## src/rtl/ctrl_word_skid_stage.sv

```systemverilog
// Decode-to-execute control word stage: a main output register backed by one skid
// register, with flush, NOP insertion and a saturating count of flushed entries.
module ctrl_word_skid_stage #(
  parameter int              CW_W   = 16,
  parameter int              PC_W   = 32,
  parameter logic [CW_W-1:0] CW_NOP = '0,
  parameter int              CNT_W  = 8
) (
  input  logic             clk,
  input  logic             resetb,
  input  logic             in_valid,
  output logic             in_ready,
  input  logic [CW_W-1:0]  in_cw,
  input  logic [PC_W-1:0]  in_pc,
  output logic             out_valid,
  input  logic             out_ready,
  output logic [CW_W-1:0]  out_cw,
  output logic [PC_W-1:0]  out_pc,
  input  logic             flush,
  output logic [1:0]       occupancy,
  output logic [CNT_W-1:0] flush_kills
);

  // Adds 0..3 to the kill counter; the carry out of the widened sum marks overflow.
  function automatic logic [CNT_W-1:0] sat_add(input logic [CNT_W-1:0] a,
                                               input logic [1:0]       inc);
    logic [CNT_W:0] sum;
    sum = {1'b0, a} + {{(CNT_W-1){1'b0}}, inc};
    if (sum[CNT_W]) begin
      return {CNT_W{1'b1}};
    end else begin
      return sum[CNT_W-1:0];
    end
  endfunction

  logic             main_valid_q, main_valid_d;
  logic [CW_W-1:0]  main_cw_q,    main_cw_d;
  logic [PC_W-1:0]  main_pc_q,    main_pc_d;
  logic             skid_valid_q, skid_valid_d;
  logic [CW_W-1:0]  skid_cw_q,    skid_cw_d;
  logic [PC_W-1:0]  skid_pc_q,    skid_pc_d;
  logic             in_ready_q,   in_ready_d;
  logic [1:0]       occ_q,        occ_d;
  logic [CNT_W-1:0] kills_q,      kills_d;

  logic       in_xfer;
  logic       out_xfer;
  logic [1:0] kill_inc;

  assign in_xfer  = in_valid && in_ready_q;
  assign out_xfer = main_valid_q && out_ready;

  // Next-state for both registers: flush wins, otherwise FIFO refill of main from skid then input.
  always_comb begin
    main_valid_d = main_valid_q;
    main_cw_d    = main_cw_q;
    main_pc_d    = main_pc_q;
    skid_valid_d = skid_valid_q;
    skid_cw_d    = skid_cw_q;
    skid_pc_d    = skid_pc_q;
    kills_d      = kills_q;
    kill_inc     = 2'd0;
    if (flush) begin
      // An entry leaving through the output this cycle was consumed, so it is not a kill.
      kill_inc     = {1'b0, main_valid_q && !out_ready} + {1'b0, skid_valid_q} + {1'b0, in_xfer};
      kills_d      = sat_add(kills_q, kill_inc);
      main_valid_d = 1'b0;
      main_cw_d    = CW_NOP;
      skid_valid_d = 1'b0;
    end else if (!main_valid_q || out_xfer) begin
      if (skid_valid_q) begin
        main_valid_d = 1'b1;
        main_cw_d    = skid_cw_q;
        main_pc_d    = skid_pc_q;
        skid_valid_d = in_xfer;
        if (in_xfer) begin
          skid_cw_d = in_cw;
          skid_pc_d = in_pc;
        end else begin
          skid_cw_d = skid_cw_q;
          skid_pc_d = skid_pc_q;
        end
      end else if (in_xfer) begin
        main_valid_d = 1'b1;
        main_cw_d    = in_cw;
        main_pc_d    = in_pc;
        skid_valid_d = 1'b0;
      end else begin
        main_valid_d = 1'b0;
        main_cw_d    = CW_NOP;
        skid_valid_d = 1'b0;
      end
    end else begin
      if (in_xfer) begin
        skid_valid_d = 1'b1;
        skid_cw_d    = in_cw;
        skid_pc_d    = in_pc;
      end else begin
        skid_valid_d = skid_valid_q;
      end
    end
    in_ready_d = !skid_valid_d;
    occ_d      = {1'b0, main_valid_d} + {1'b0, skid_valid_d};
  end

  // State registers; every output is taken straight from one of these flops.
  always_ff @(posedge clk or negedge resetb) begin
    if (!resetb) begin
      main_valid_q <= 1'b0;
      main_cw_q    <= CW_NOP;
      main_pc_q    <= {PC_W{1'b0}};
      skid_valid_q <= 1'b0;
      skid_cw_q    <= CW_NOP;
      skid_pc_q    <= {PC_W{1'b0}};
      in_ready_q   <= 1'b1;
      occ_q        <= 2'd0;
      kills_q      <= {CNT_W{1'b0}};
    end else begin
      main_valid_q <= main_valid_d;
      main_cw_q    <= main_cw_d;
      main_pc_q    <= main_pc_d;
      skid_valid_q <= skid_valid_d;
      skid_cw_q    <= skid_cw_d;
      skid_pc_q    <= skid_pc_d;
      in_ready_q   <= in_ready_d;
      occ_q        <= occ_d;
      kills_q      <= kills_d;
    end
  end

  assign in_ready    = in_ready_q;
  assign out_valid   = main_valid_q;
  assign out_cw      = main_cw_q;
  assign out_pc      = main_pc_q;
  assign occupancy   = occ_q;
  assign flush_kills = kills_q;

endmodule
```

## config.mk

```make
export PLATFORM = sky130hd
export DESIGN_NAME = ctrl_word_skid_stage
export DESIGN_NICKNAME = d
export VERILOG_FILES = /design/src/rtl/ctrl_word_skid_stage.sv
export SDC_FILE = /design/constraint.sdc
export NUM_CORES = 1
export LEC_CHECK = 0
export BUFFER_PORTS_ARGS = -buffer_cell sky130_fd_sc_hd__buf_4
export CAP_MARGIN = 20
export CORE_UTILIZATION = 55
export DETAILED_ROUTE_END_ITERATION = 8
export PLACE_DENSITY = 0.81
export RECOVER_POWER = 100
export SLEW_MARGIN = 40
export SYNTH_ARGS = -nofsm -noshare
export SYNTH_HDL_FRONTEND = slang
export SYNTH_SLANG_ARGS = --single-unit
export TNS_END_PERCENT = 20
```

## constraint.sdc

```tcl
create_clock -name clk -period 3.43 [get_ports clk]
set_clock_uncertainty 0.1 [all_clocks]
set_input_delay 0.343 -clock clk [delete_from_list [all_inputs] [get_ports clk]]
set_output_delay 0.343 -clock clk [all_outputs]
set_load 0.03 [all_outputs]
```

== Word-level counts from Yosys, hierarchy flattened ==
Cells that the tools add are included.

* Input bits: 53
* Register bits: 109

* Reduce and logical (&&, ||, !) cells: 11
* Bitwise operators: 1
* $add $sub $neg: 4
* Muxes and demuxes: 21
* Equality and inequality tests: 1

{| class="wikitable"
|+ Operator list
! kind !! count
|-
| $mux W32 || 5
|-
| $mux W16 || 7
|-
| $add A8 B2 Y9 || 1
|-
| $mux W1 || 8
|-
| $mux W8 || 1
|-
| $add A1 B1 Y2 || 2
|-
| $reduce_bool A2 Y1 || 2
|-
| $logic_and A1 B1 Y1 || 3
|-
| $logic_not A1 Y1 || 3
|-
| $reduce_and A3 Y1 || 1
|-
| $add A2 B1 Y2 || 1
|-
| $ne A2 B2 Y1 const B || 1
|-
| $reduce_and A2 Y1 || 1
|-
| $logic_or A1 B1 Y1 || 1
|-
| $not A1 Y1 || 1
|}

== Depth between registers and ports, before layout ==
Gate-level depths: netlist of the first run.

* Depth after elaboration: 6
* Mapped depth: 9
* Depth with buffers taken out: 8

== Least setup slack after synthesis of the first run ==
No wires, ideal clock.

* Path type: reg2reg
* Start point: register main_valid_q, in the netlist out_valid
* End point: register kills_q[3], in the netlist flush_kills[3]
* Buffers on the path: 1
* Clock period less this slack: 2.466 ns
* Cell stages (with the launch flop): 10
* Required time: 3.201 ns
* Setup time: 0.129 ns
* Slack: 0.964 ns
* Data arrival time: 2.237 ns
* Cells stage by stage: dfrtp_1 > nand2b_4 > inv_4 > fa_1 > ha_1 > fa_1 > and3_1 > clkbuf_1 > nand4_1 > nand3_1

* Cells in the longest elaborated chain, start to end: 5

{| class="wikitable"
|+ RTL lines
! element !! RTL line !! source
|-
| start: declaration || 36 || <nowiki>logic main_valid_q, main_valid_d;</nowiki>
|-
| start signal: assignment || 119 || <nowiki>main_valid_q <= main_valid_d;</nowiki>
|-
| $logic_and A1 B1 Y1 || 65 || <nowiki>kill_inc = {1'b0, main_valid_q && !out_ready} + {1'b0, skid_valid_q} + {1'b0, in_xfer};</nowiki>
|-
| $add A1 B1 Y2 || 65 ||
|-
| $add A2 B1 Y2 || 65 ||
|-
| $add A8 B2 Y9 || 28 || <nowiki>sum = {1'b0, a} + {{(CNT_W-1){1'b0}}, inc};</nowiki>
|-
| $mux W8 || 29 || <nowiki>if (sum[CNT_W]) begin</nowiki>
|-
| end signal: assignment || 117 || <nowiki>kills_q <= {CNT_W{1'b0}};</nowiki>
|-
| end signal: assignment || 127 || <nowiki>kills_q <= kills_d;</nowiki>
|-
| end: declaration || 44 || <nowiki>logic [CNT_W-1:0] kills_q, kills_d;</nowiki>
|}

No other way between the ends.
A chain may end at the register's enable or synchronous reset.

== Worst setup path in the final report of the first run ==
* Start point: register skid_valid_q
* End point: register kills_q[5], in the netlist flush_kills[5]

* Cells in the longest elaborated chain, start to end: 4

{| class="wikitable"
|+ RTL lines
! element !! RTL line !! source
|-
| start: declaration || 39 || <nowiki>logic skid_valid_q, skid_valid_d;</nowiki>
|-
| start signal: assignment || 122 || <nowiki>skid_valid_q <= skid_valid_d;</nowiki>
|-
| $add A1 B1 Y2 || 65 ||
|-
| $add A2 B1 Y2 || 65 ||
|-
| $add A8 B2 Y9 || 28 ||
|-
| $mux W8 || 29 ||
|}

No other way between the ends.

==> run summary, run 1 <==
## Global routing
* global-route wire length before repair: 15,100 um
* All-Layer GR Usage: 21.9%
* number of antenna violations at the first check in global routing: 0
* via count of the first global-routing pass: 3,146
* total congestion overflow: 0
* largest net degree at the start of global routing: 86

## Finish
* Layout Cells excl Fill: 541
* fillcell total: 660
* count of nets after finishing: 489
* leading cell type in the layout, fill and taps excluded: sky130_fd_sc_hd__dfrtp_1
* most frequent cells in the layout: 108 x sky130_fd_sc_hd__dfrtp_1, 94 x sky130_fd_sc_hd__mux2_2, 60 x sky130_fd_sc_hd__clkbuf_1, 55 x sky130_fd_sc_hd__buf_4, 32 x sky130_fd_sc_hd__a22o_1
* share of final-layout standard cells stronger than drive strength 1: 39.7%
* layout-stage area growth over the synthesis result: 17.9%
* diode insertion count for antenna repair: 0

## Critical path
* critical path data required time: 3.59 ns
* largest driver fanout on the critical path: 21
* worst reg2reg path startpoint: skid_valid_q
* Critical path origin: skid_valid_q
* signal arrival time at the worst endpoint: 2.98 ns
* kind of start point of the critical path: register
* element type at the critical path end: register
* type of the setup path with the least slack: reg2reg

## Job
* max_cap viols: 1

## Power and ir drop
* P_leak: 2.56 nW
* Clock Power Share: 26.4%
* switching power: 1.13 mW
* power per cell area: 629 nW/um^2
* power share of the sequential group: 49.1%
* Sw Ratio: 31.5%
* IR Drop Worst-Case VDD: 0.290 mV
* part of the power in combinational logic: 24.5%
* internal power consumption: 2.45 mW

## Route
* top layer in use: met4
* met2 routed wirelength: 4630 um
* total met3 wirelength after detailed routing: 468 um
* router iterations before antenna repair: 4
* Met1 Wirelength: 4100 um
* mean number of vias per cell: 5.61
* remaining design rule violation count: 0
* aggregate routed wire length: 9330 um
* number of vias after detailed routing: 3,035
* final routed wire length divided by cell count: 17.2 um
* detailed router's first-iteration violation count: 95
* remaining antenna violation count after routing: 0

## Timing
* final-report hold violation count: 0
* post-route clock period utilization: 82.3%
* setup TNS: 0 ns
* worst slew slack as a fraction of its limit: -37.5%
* transition time of the tightest slew-check pin: 2.06 ns
* minimum period implied by the final worst setup slack: 2.82 ns
* unrepaired setup endpoints after global routing: no
* # setup viols final: 0
* Max Fclk: 0.354 GHz
* final number of max-transition violations: 86

## Synth
* post-synthesis cell type count: 33
* count of warnings emitted by yosys: 0
* share of async-settable or async-resettable flops after synthesis: 100%
* Mapped Cells: 322
* fraction of the mapped netlist area in adder cells: 1.81%
* EDFF count, synth: 0
* count of state elements after synthesis: 109
* basic-gate share of the synthesized area counting and, or, nand and nor cells: 3.03%
* number of nets produced by synthesis: 380
* dominant combinational cell family by area after synthesis: multiplexers
* share of the synthesized area in compound gates (AO/OA/AOI/OAI): 7.38%
* sequential cell area fraction in the yosys report: 56.5%
* syn avg cell area: 15.0 um^2
* cell area after technology mapping: 4830 um^2
* xor and xnor fraction of the mapped netlist area: 0%
* Top FF cell, synth: sky130_fd_sc_hd__dfrtp_1
* multiplexer share of the synthesized area: 28.5%

## Die
* Core Footprint: 8340 um^2
* ports placed on the boundary: 113
* DIE HEIGHT: 95.7 um
* die footprint: 9170 um^2
* DIE WIDTH: 95.7 um
* standard-cell row count: 33
* Starting Density: 58.0%

## Clocking
* total CTS buffers: 9
* H-tree level count: 3
* cells resized by post-CTS repair: 0
* CTS clock-pin slew for the worst setup and hold paths: 0.10 ns
* clock net sink count: 109
* Bufs on Longest Clock Path: 2
* Clock Latency Late Sink: 0.36 ns
* CTS root buf: sky130_fd_sc_hd__clkbuf_8
* clock tree from TritonCTS: yes

## Status
* outcome: finished, violations left
* violations in the final reports: max-capacitance violations, max-slew violations

## Place
* quantity of I/O buffers inserted on ports: 112
* Placed Instances: 524
* sum of net half-perimeters after detailed placement: 6390 um
* placer congestion estimate: 0.731

## Min path
* beginning of the worst hold path: in_pc[30]
* type of the worst min-delay path: in2reg

[what timing repair did]
item	in CTS	in global routing
hold buffers	1	0
buffers inserted	0	0
hold endpoints to repair	82	0
[logic make-up (layout without fill, tap and decap cells)]
kind of cell / Yosys count / count (layout)
mux: 116 / 116
flops: 109 / 109
compound gates: 45 / 45
simple gates: 24 / 24
buf+inv: 22 / 136
fa+ha+maj: 6 / 6
[area by class of cell]
class | count | area (um^2) | area share, %
Timing Repair Buffer | 118 | 673 | 11.8
Clock buffer | 10 | 138 | 2.42
Multi-Input combinational cell | 191 | 1900 | 33.3
Clock inverter | 6 | 116 | 2.04
Tap cell | 105 | 131 | 2.31
Sequential cell | 109 | 2730 | 47.9
Inverter | 2 | 10.0 | 0.176
[sequential cells by signal (all words and copies together), names as in the netlist]
| name | cells |
|---|---|
| out_pc | 32 |
| out_cw | 16 |
| flush_kills | 8 |
| out_valid | 1 |
| skid_cw_q | 16 |
| in_ready | 1 |
| skid_valid_q | 1 |
| occupancy | 2 |
| skid_pc_q | 32 |
[synth_stat cells (2+ instances only)]
cell type	instances	area (um^2)
sky130_fd_sc_hd__mux2_4	20	300
sky130_fd_sc_hd__a21oi_1	7	35.0
sky130_fd_sc_hd__ha_1	3	37.5
sky130_fd_sc_hd__nor2_1	2	7.51
sky130_fd_sc_hd__a22o_1	32	280
sky130_fd_sc_hd__mux2i_1	2	20.0
sky130_fd_sc_hd__clkbuf_1	3	11.3
sky130_fd_sc_hd__a31oi_1	2	12.5
sky130_fd_sc_hd__nand3_1	3	15.0
sky130_fd_sc_hd__buf_4	4	30.0
sky130_fd_sc_hd__o21ai_0	2	10.0
sky130_fd_sc_hd__nand2_1	7	26.3
sky130_fd_sc_hd__and3_1	2	12.5
sky130_fd_sc_hd__and2_1	2	12.5
sky130_fd_sc_hd__dfrtp_1	108	2700
sky130_fd_sc_hd__mux2_2	94	1060
sky130_fd_sc_hd__buf_2	10	50.1
sky130_fd_sc_hd__buf_6	3	33.8
sky130_fd_sc_hd__fa_1	2	40.0
[final timing paths]
path	endpoint	slack, ns	depth (start not counted)
worst max-delay path	flush_kills[5]	0.61	6
worst min-delay path	skid_pc_q[30]	0.1	2
worst max register to register	flush_kills[5]	0.61	6
worst min register to register	skid_pc_q[21]	0.40	1
max in group asynchronous	skid_pc_q[4]	0.83	3
min in group asynchronous	out_cw[13]	0.99	2
[layer usage]
metal	global-route usage (%)	vias to the layer above
li1	-	1396
met1	28.8	1537
met2	36.5	92
met3	4.66	10
met4	7.21	0
met5	0	-
[worst max-delay path: stages (launching register included)]
cell                      delay (ns)
sky130_fd_sc_hd__dfrtp_1        0.92
sky130_fd_sc_hd__fa_1           0.55
sky130_fd_sc_hd__ha_1           0.22
sky130_fd_sc_hd__fa_1           0.41
sky130_fd_sc_hd__nand3_1        0.14
sky130_fd_sc_hd__o21ai_0        0.11
sky130_fd_sc_hd__mux2_2         0.27
[power by group through the flow]
stage	Combinational, mW	Clock (mW)	Sequential (mW)
after global placement	1.01	0	1.77
after floorplan	0.443	0	1.99
after detailed placement	1.05	0	1.79
after CTS	1.05	0.967	1.77
final	0.877	0.947	1.76
after global routing	0.956	1.01	1.80
[metrics by stage]
step / hold WS (ns) / utilization, % / worst slack (ns) / power, mW / instance area (um^2)
6_report: 0.0971 / 68.3 / 0.608 / 3.58 / 5700
3_3_place_gp: 0.384 / 68.7 / 0.938 / 2.78 / 5730
3_5_place_dp: 0.350 / 68.8 / 0.892 / 2.83 / 5740
4_1_cts: 0.0973 / 72.0 / 0.888 / 3.78 / 6000
2_1_floorplan: -0.0526 / - / 0.964 / 2.43 / 4830
5_1_grt: 0.0835 / 68.3 / 0.375 / 3.77 / 5700
Note: power is estimated with default switching activity, not from simulation.
==> inputs of run 2 (changes only) <==
--- a/config.mk
+++ b/config.mk
@@ -7,9 +7,9 @@
 export LEC_CHECK = 0
 export BUFFER_PORTS_ARGS = -buffer_cell sky130_fd_sc_hd__buf_4
 export CAP_MARGIN = 20
-export CORE_UTILIZATION = 55
+export CORE_UTILIZATION = 54
 export DETAILED_ROUTE_END_ITERATION = 8
-export PLACE_DENSITY = 0.81
+export PLACE_DENSITY = 0.8
 export RECOVER_POWER = 100
 export SLEW_MARGIN = 40
 export SYNTH_ARGS = -nofsm -noshare
==> constraint.sdc (replaced) <==
create_clock -name clk -period 2.85 [get_ports clk]
set_clock_uncertainty 0.1 [all_clocks]
set_input_delay 0.285 -clock clk [delete_from_list [all_inputs] [get_ports clk]]
set_output_delay 0.285 -clock clk [all_outputs]
set_load 0.03 [all_outputs]
==> run summary, run 2 (synthesized netlist as in run 1, its figures left out) <==
## Die
* Core Footprint: 8680 um^2, +4.1%
* ports placed on the boundary: 113, unchanged
* Starting Density: 55.7%, -2.3 points
* DIE HEIGHT: 96.6 um, +0.90%
* standard-cell row count: 34, +3.0%
* die footprint: 9330 um^2, +1.8%
* DIE WIDTH: 96.6 um, +0.90%

## Clocking
* cells resized by post-CTS repair: 0, unchanged
* clock tree from TritonCTS: yes
* Bufs on Longest Clock Path: 2, unchanged
* H-tree level count: 3, unchanged
* clock net sink count: 109, unchanged
* CTS root buf: sky130_fd_sc_hd__clkbuf_8
* CTS clock-pin slew for the worst setup and hold paths: 0.10 ns, about the same
* total CTS buffers: 9, unchanged
* Clock Latency Late Sink: 0.36 ns, about the same

## Route
* router iterations before antenna repair: 6, +2
* number of vias after detailed routing: 2,999, -1.2%
* remaining design rule violation count: 0, unchanged
* detailed router's first-iteration violation count: 79, -17%
* remaining antenna violation count after routing: 0, unchanged
* final routed wire length divided by cell count: 16.8 um, -2.8%
* mean number of vias per cell: 5.51, -1.7%
* aggregate routed wire length: 9120 um, -2.3%

## Critical path
* signal arrival time at the worst endpoint: 2.59 ns, -0.39 ns
* worst stage delay on the critical path: 0.46 ns, -0.46 ns
* cell with the most instances on the worst path: sky130_fd_sc_hd__fa_1
* kind of start point of the critical path: register
* sequence of cells on the critical path: nand2b_1 -> inv_4 -> fa_1 -> ha_1 -> fa_1 -> and3_1 -> nand4_1 -> nand3_1
* type of the setup path with the least slack: reg2reg
* largest driver fanout on the critical path: 6, -71%
* highest-delay cell along the critical path: sky130_fd_sc_hd__fa_1
* critical path data required time: 2.99 ns, -0.60 ns
* element type at the critical path end: register

## Finish
* count of nets after finishing: 490, +0.20%
* fillcell total: 712, +7.9%
* layout-stage area growth over the synthesis result: 16.4%
* share of final-layout standard cells stronger than drive strength 1: 39.4%, -0.23 points
* leading cell type in the layout, fill and taps excluded: sky130_fd_sc_hd__dfrtp_1
* Layout Cells excl Fill: 544, +0.55%
* diode insertion count for antenna repair: 0, unchanged
* most frequent cells in the layout: 107 x sky130_fd_sc_hd__dfrtp_1, 94 x sky130_fd_sc_hd__mux2_2, 61 x sky130_fd_sc_hd__clkbuf_1, 56 x sky130_fd_sc_hd__buf_4, 32 x sky130_fd_sc_hd__a22o_1

## Global routing
* total congestion overflow: 0, unchanged
* largest net degree at the start of global routing: 53, -38%
* global-route wire length before repair: 15,400 um, +2.3%
* via count of the first global-routing pass: 3,126, -0.64%
* number of antenna violations at the first check in global routing: 0, unchanged
* All-Layer GR Usage: 20.6%, -1.4 points

## Power and ir drop
* power per cell area: 710 nW/um^2, +13%
* P_leak: 2.50 nW, -2.1%
* IR Drop Worst-Case VDD: 0.398 mV, +37%

## Timing
* worst hold slack after final layout: 0.0463 ns, -0.0507 ns
* minimum period implied by the final worst setup slack: 2.45 ns, -0.372 ns
* final number of max-transition violations: 28, -67%
* post-route clock period utilization: 86.0%, +3.7 points
* setup TNS: 0 ns, unchanged
* unrepaired setup endpoints after global routing: no
* Max Fclk: 0.408 GHz, +15%
* transition time of the tightest slew-check pin: 1.54 ns, -0.521 ns
* final-report hold violation count: 0, unchanged
* worst slew slack as a fraction of its limit: -2.76%, +35 points
* # setup viols final: 0, unchanged

## Place
* sum of net half-perimeters after detailed placement: 6230 um, -2.5%
* quantity of I/O buffers inserted on ports: 112, unchanged
* placer congestion estimate: 0.729, -0.29%
* Placed Instances: 528, +0.76%

## Status
* outcome: finished, violations left
* violations in the final reports: max-capacitance violations, max-slew violations

## Min path
* type of the worst min-delay path: in2reg

## Job
* max_cap viols: 1, unchanged

-- run 2: cell count changes in the layout (fill, tap and decap cells not counted), moves of 2 or more --
cell / before / now
sky130_fd_sc_hd__clkinv_2: 0 / 2
sky130_fd_sc_hd__bufinv_16: 3 / 0
sky130_fd_sc_hd__inv_6: 2 / 0
sky130_fd_sc_hd__clkinvlp_4: 0 / 2
-- run 2: layout make-up --
| type | count | area, um^2 | area share (%) |
|---|---|---|---|
| clock inverter | 4 | 25.0 | 0.445 |
| sequential | 109 | 2730 | 48.5 |
| tap | 108 | 135 | 2.40 |
| multi-input combinational | 191 | 1890 | 33.6 |
| timing repair buffer | 119 | 696 | 12.4 |
| inverter | 2 | 10.0 | 0.178 |
| clock buffer | 11 | 141 | 2.51 |
-- run 2: through the flow --
| step | area (um^2) | total power, mW | utilization [%] | setup slack (ns) |
|---|---|---|---|---|
| finish | 5630 | 4.00 | 64.8 | 0.400 |
| global route | 5630 | 4.21 | 64.8 | 0.292 |
| CTS | 5930 | 4.25 | 68.4 | 0.456 |
| detailed placement | 5760 | 3.41 | 66.3 | 0.399 |
| global placement | 5760 | 3.35 | 66.3 | 0.485 |
| floorplan | 4830 | 2.93 | - | 0.384 |
-- run 2: worst max-delay path, delay by kind of cell (launching register included) --
family | cells | cell delay, ns
AND/OR/NAND/NOR | 4 | 0.68
buffers and inverters | 1 | 0.08
flip-flops | 1 | 0.38
adder cells (fa/ha/maj) | 3 | 1.10
-- run 2: what timing repair did --
item                                   4_1_cts  5_1_grt
hold buffers                                 1        0
setup buffers                                0        0
endpoints found under the hold margin       25        0
-- run 2: final timing paths --
kind	startpoint	to	slack [ns]	cells past startpoint
setup / recovery	out_valid	flush_kills[3]	0.40	8
hold / removal	in_pc[28]	skid_pc_q[28]	0.05	2
setup reg to reg	out_valid	flush_kills[3]	0.40	8
hold reg to reg	skid_pc_q[17]	skid_pc_q[17]	0.39	1
max in group asynchronous	resetb	out_pc[0]	0.76	3
min in group asynchronous	resetb	skid_cw_q[10]	0.73	2
-- run 2: per-layer routing --
metal / global-route usage [%] / share of wire [%] / vias up
li1: - / - / 1395
met1: 27.5 / 45 / 1510
met3: 5.27 / 5.0 / 13
met4: 6.20 / 1.5 / 0
met5: 0 / 0 / -
met2: 33.2 / 49 / 81
-- run 2: power by group --
group / internal [mW] / switching [mW] / leakage (nW)
clock network: 0.335 / 0.495 / 0.0812
registers: 1.90 / 0.207 / 1.34
logic: 0.439 / 0.619 / 1.08
==> inputs of run 3 (changes only) <==
--- a/config.mk
+++ b/config.mk
@@ -7,9 +7,12 @@
 export LEC_CHECK = 0
 export BUFFER_PORTS_ARGS = -buffer_cell sky130_fd_sc_hd__buf_4
 export CAP_MARGIN = 20
-export CORE_UTILIZATION = 54
+export CELL_PAD_IN_SITES_DETAIL_PLACEMENT = 1
+export CELL_PAD_IN_SITES_GLOBAL_PLACEMENT = 2
+export CORE_UTILIZATION = 37
 export DETAILED_ROUTE_END_ITERATION = 8
-export PLACE_DENSITY = 0.8
+export MAX_ROUTING_LAYER = met4
+export PLACE_DENSITY_LB_ADDON = 0.1
 export RECOVER_POWER = 100
 export SLEW_MARGIN = 40
 export SYNTH_ARGS = -nofsm -noshare
==> run summary, run 3 (synthesized netlist as in run 1, its figures left out) <==
## Status
* outcome: completed

## Timing
* Max Fclk: 0.414 GHz, +1.5%
* final number of max-transition violations: 0, -100%
* worst slew slack as a fraction of its limit: 16.7%, +19 points
* setup TNS: 0 ns, unchanged
* unrepaired setup endpoints after global routing: no
* final setup slack of the worst path: 0.435 ns, +0.0351 ns
* post-route clock period utilization: 84.7%, -1.2 points
* transition time of the tightest slew-check pin: 1.25 ns, -0.292 ns
* final-report hold violation count: 0, unchanged
* minimum period implied by the final worst setup slack: 2.42 ns, -0.0351 ns
* # setup viols final: 0, unchanged
* worst hold slack after final layout: 0.0567 ns, +0.0104 ns

## Power and ir drop
* P_leak: 2.60 nW, +4.0%
* IR Drop Worst-Case VDD: 0.356 mV, -11%
* power per cell area: 765 nW/um^2, +7.7%

## Critical path
* signal arrival time at the worst endpoint: 2.55 ns, -0.04 ns
* worst stage delay on the critical path: 0.56 ns, +0.10 ns
* element type at the critical path end: register
* type of the setup path with the least slack: reg2reg
* capture point of the worst reg-to-reg path: skid_cw_q[12]
* highest-delay cell along the critical path: sky130_fd_sc_hd__dfstp_1
* Worst Setup EP: skid_cw_q[12]
* sequence of cells on the critical path: and2_0 -> o211a_4 -> clkbuf_2 -> mux2_2
* register-to-register setup slack: 0.43 ns, +0.04 ns
* path depth of the worst reg2reg path: 4, -4
* Critical path origin: in_ready
* largest driver fanout on the critical path: 23, +17
* kind of start point of the critical path: register
* worst reg2reg path startpoint: in_ready
* critical path data required time: 2.99 ns, about the same

## Route
* detailed router's first-iteration violation count: 89, +13%
* aggregate routed wire length: 10,700 um, +18%
* mean number of vias per cell: 5.01, -9.1%
* number of vias after detailed routing: 3,056, +1.9%
* remaining antenna violation count after routing: 0, unchanged
* router iterations before antenna repair: 4, -2
* final routed wire length divided by cell count: 17.6 um, +4.8%
* remaining design rule violation count: 0, unchanged

## Clocking
* clock net sink count: 109, unchanged
* total CTS buffers: 9, unchanged
* number of buffers inserted by post-CTS setup repair: 0, unchanged
* CTS root buf: sky130_fd_sc_hd__clkbuf_16
* Clock Latency Late Sink: 0.35 ns, about the same
* CTS clock-pin slew for the worst setup and hold paths: 0.07 ns, -0.03 ns
* Bufs on Longest Clock Path: 2, unchanged
* clock tree from TritonCTS: yes
* H-tree level count: 3, unchanged

## Die
* standard-cell row count: 41, +21%
* DIE WIDTH: 116 um, +20%
* DIE HEIGHT: 116 um, +20%
* ports placed on the boundary: 113, unchanged
* Starting Density: 38.1%, -18 points
* Core Footprint: 12,700 um^2, +46%
* die footprint: 13,500 um^2, +45%

## Finish
* final design instance area without fill: 5880 um^2, +4.4%
* combined flip-flop and latch cell area: 2730 um^2, about the same
* layout-stage area growth over the synthesis result: 21.6%
* count of nets after finishing: 491, +0.20%
* area of the multi-input gates: 1920 um^2, +1.5%
* most frequent cells in the layout: 108 x sky130_fd_sc_hd__dfrtp_1, 94 x sky130_fd_sc_hd__mux2_2, 61 x sky130_fd_sc_hd__clkbuf_1, 54 x sky130_fd_sc_hd__buf_4, 32 x sky130_fd_sc_hd__a22o_1
* share of final-layout standard cells stronger than drive strength 1: 40.4%, +0.96 points
* fillcell total: 1,352, +90%
* diode insertion count for antenna repair: 0, unchanged
* leading cell type in the layout, fill and taps excluded: sky130_fd_sc_hd__dfrtp_1

## Global routing
* global-route wire length before repair: 17,500 um, +13%
* total congestion overflow: 0, unchanged
* via count of the first global-routing pass: 3,254, +4.1%
* number of antenna violations at the first check in global routing: 0, unchanged
* largest net degree at the start of global routing: 64, +21%
* All-Layer GR Usage: 18.2%, -2.4 points

## Job
* max_cap viols: 0, -1

## Min path
* type of the worst min-delay path: in2reg

## Place
* sum of net half-perimeters after detailed placement: 7070 um, +13%
* quantity of I/O buffers inserted on ports: 112, unchanged
* placer congestion estimate: 0.766, +5.0%
* post-place setup slack: 0.399 ns, +0.000126 ns
* Placed Instance Area: 5860 um^2, +1.8%

==> run 3: cell type report <==
type | count | share of cell area (%)
sequential | 109 | 46.4
tap | 172 | 3.66
inverter | 2 | 0.170
clock buffer | 12 | 4.53
timing repair buffer | 120 | 11.8
multi-input combinational | 191 | 32.6
clock inverter | 4 | 0.766
==> run 3: worst min-delay path by stage <==
| stage | from | endpoint | cells past startpoint |
|---|---|---|---|
| 5_1_grt | in_pc[23] | skid_pc_q[23] | 2 |
| 3_3_place_gp | resetb | out_cw[12] | 1 |
| 6_report | in_pc[12] | skid_pc_q[12] | 2 |
| 2_1_floorplan | resetb | flush_kills[0] | 0 |
| 4_1_cts | in_pc[29] | skid_pc_q[29] | 2 |
| 3_5_place_dp | resetb | out_cw[12] | 1 |
==> run 3: metrics by stage <==
step                      power (mW)  utilization (%)  std cells
final                           4.50             46.4        610
after global routing            4.77             46.4        610
after CTS                       4.77             48.8        610
after detailed placement        3.43             46.3        593
after global placement          3.38             46.3        593
after floorplan                 2.93                -        322
==> run 3: layer usage <==
layer  track usage, %  vias up  share of wire, %
li1                 -     1398                 -
met1             22.4     1576                43
met2             28.2       72                49
met3             6.33       10               6.1
met4             5.13        0               1.1
met5                -        -                 0
==> run 3: worst max-delay path: cells and delay by family, from the launching register on <==
kind	cells	cell delay, ns
flip-flops	1	0.56
AND/OR/NAND/NOR	1	0.25
AO/OA/AOI/OAI	1	0.46
multiplexers	1	0.40
buffers and inverters	1	0.52
==> run 3: power by group <==
group	switching (mW)	internal (mW)
Sequential	0.211	1.90
Clock	0.557	0.749
Combinational	0.624	0.452
==> run 3: timing repair <==
| item | 4_1_cts | 5_1_grt |
|---|---|---|
| gates resized for setup | 0 | 0 |
| hold buffers | 1 | 0 |
| endpoints found under the hold margin | 45 | 0 |
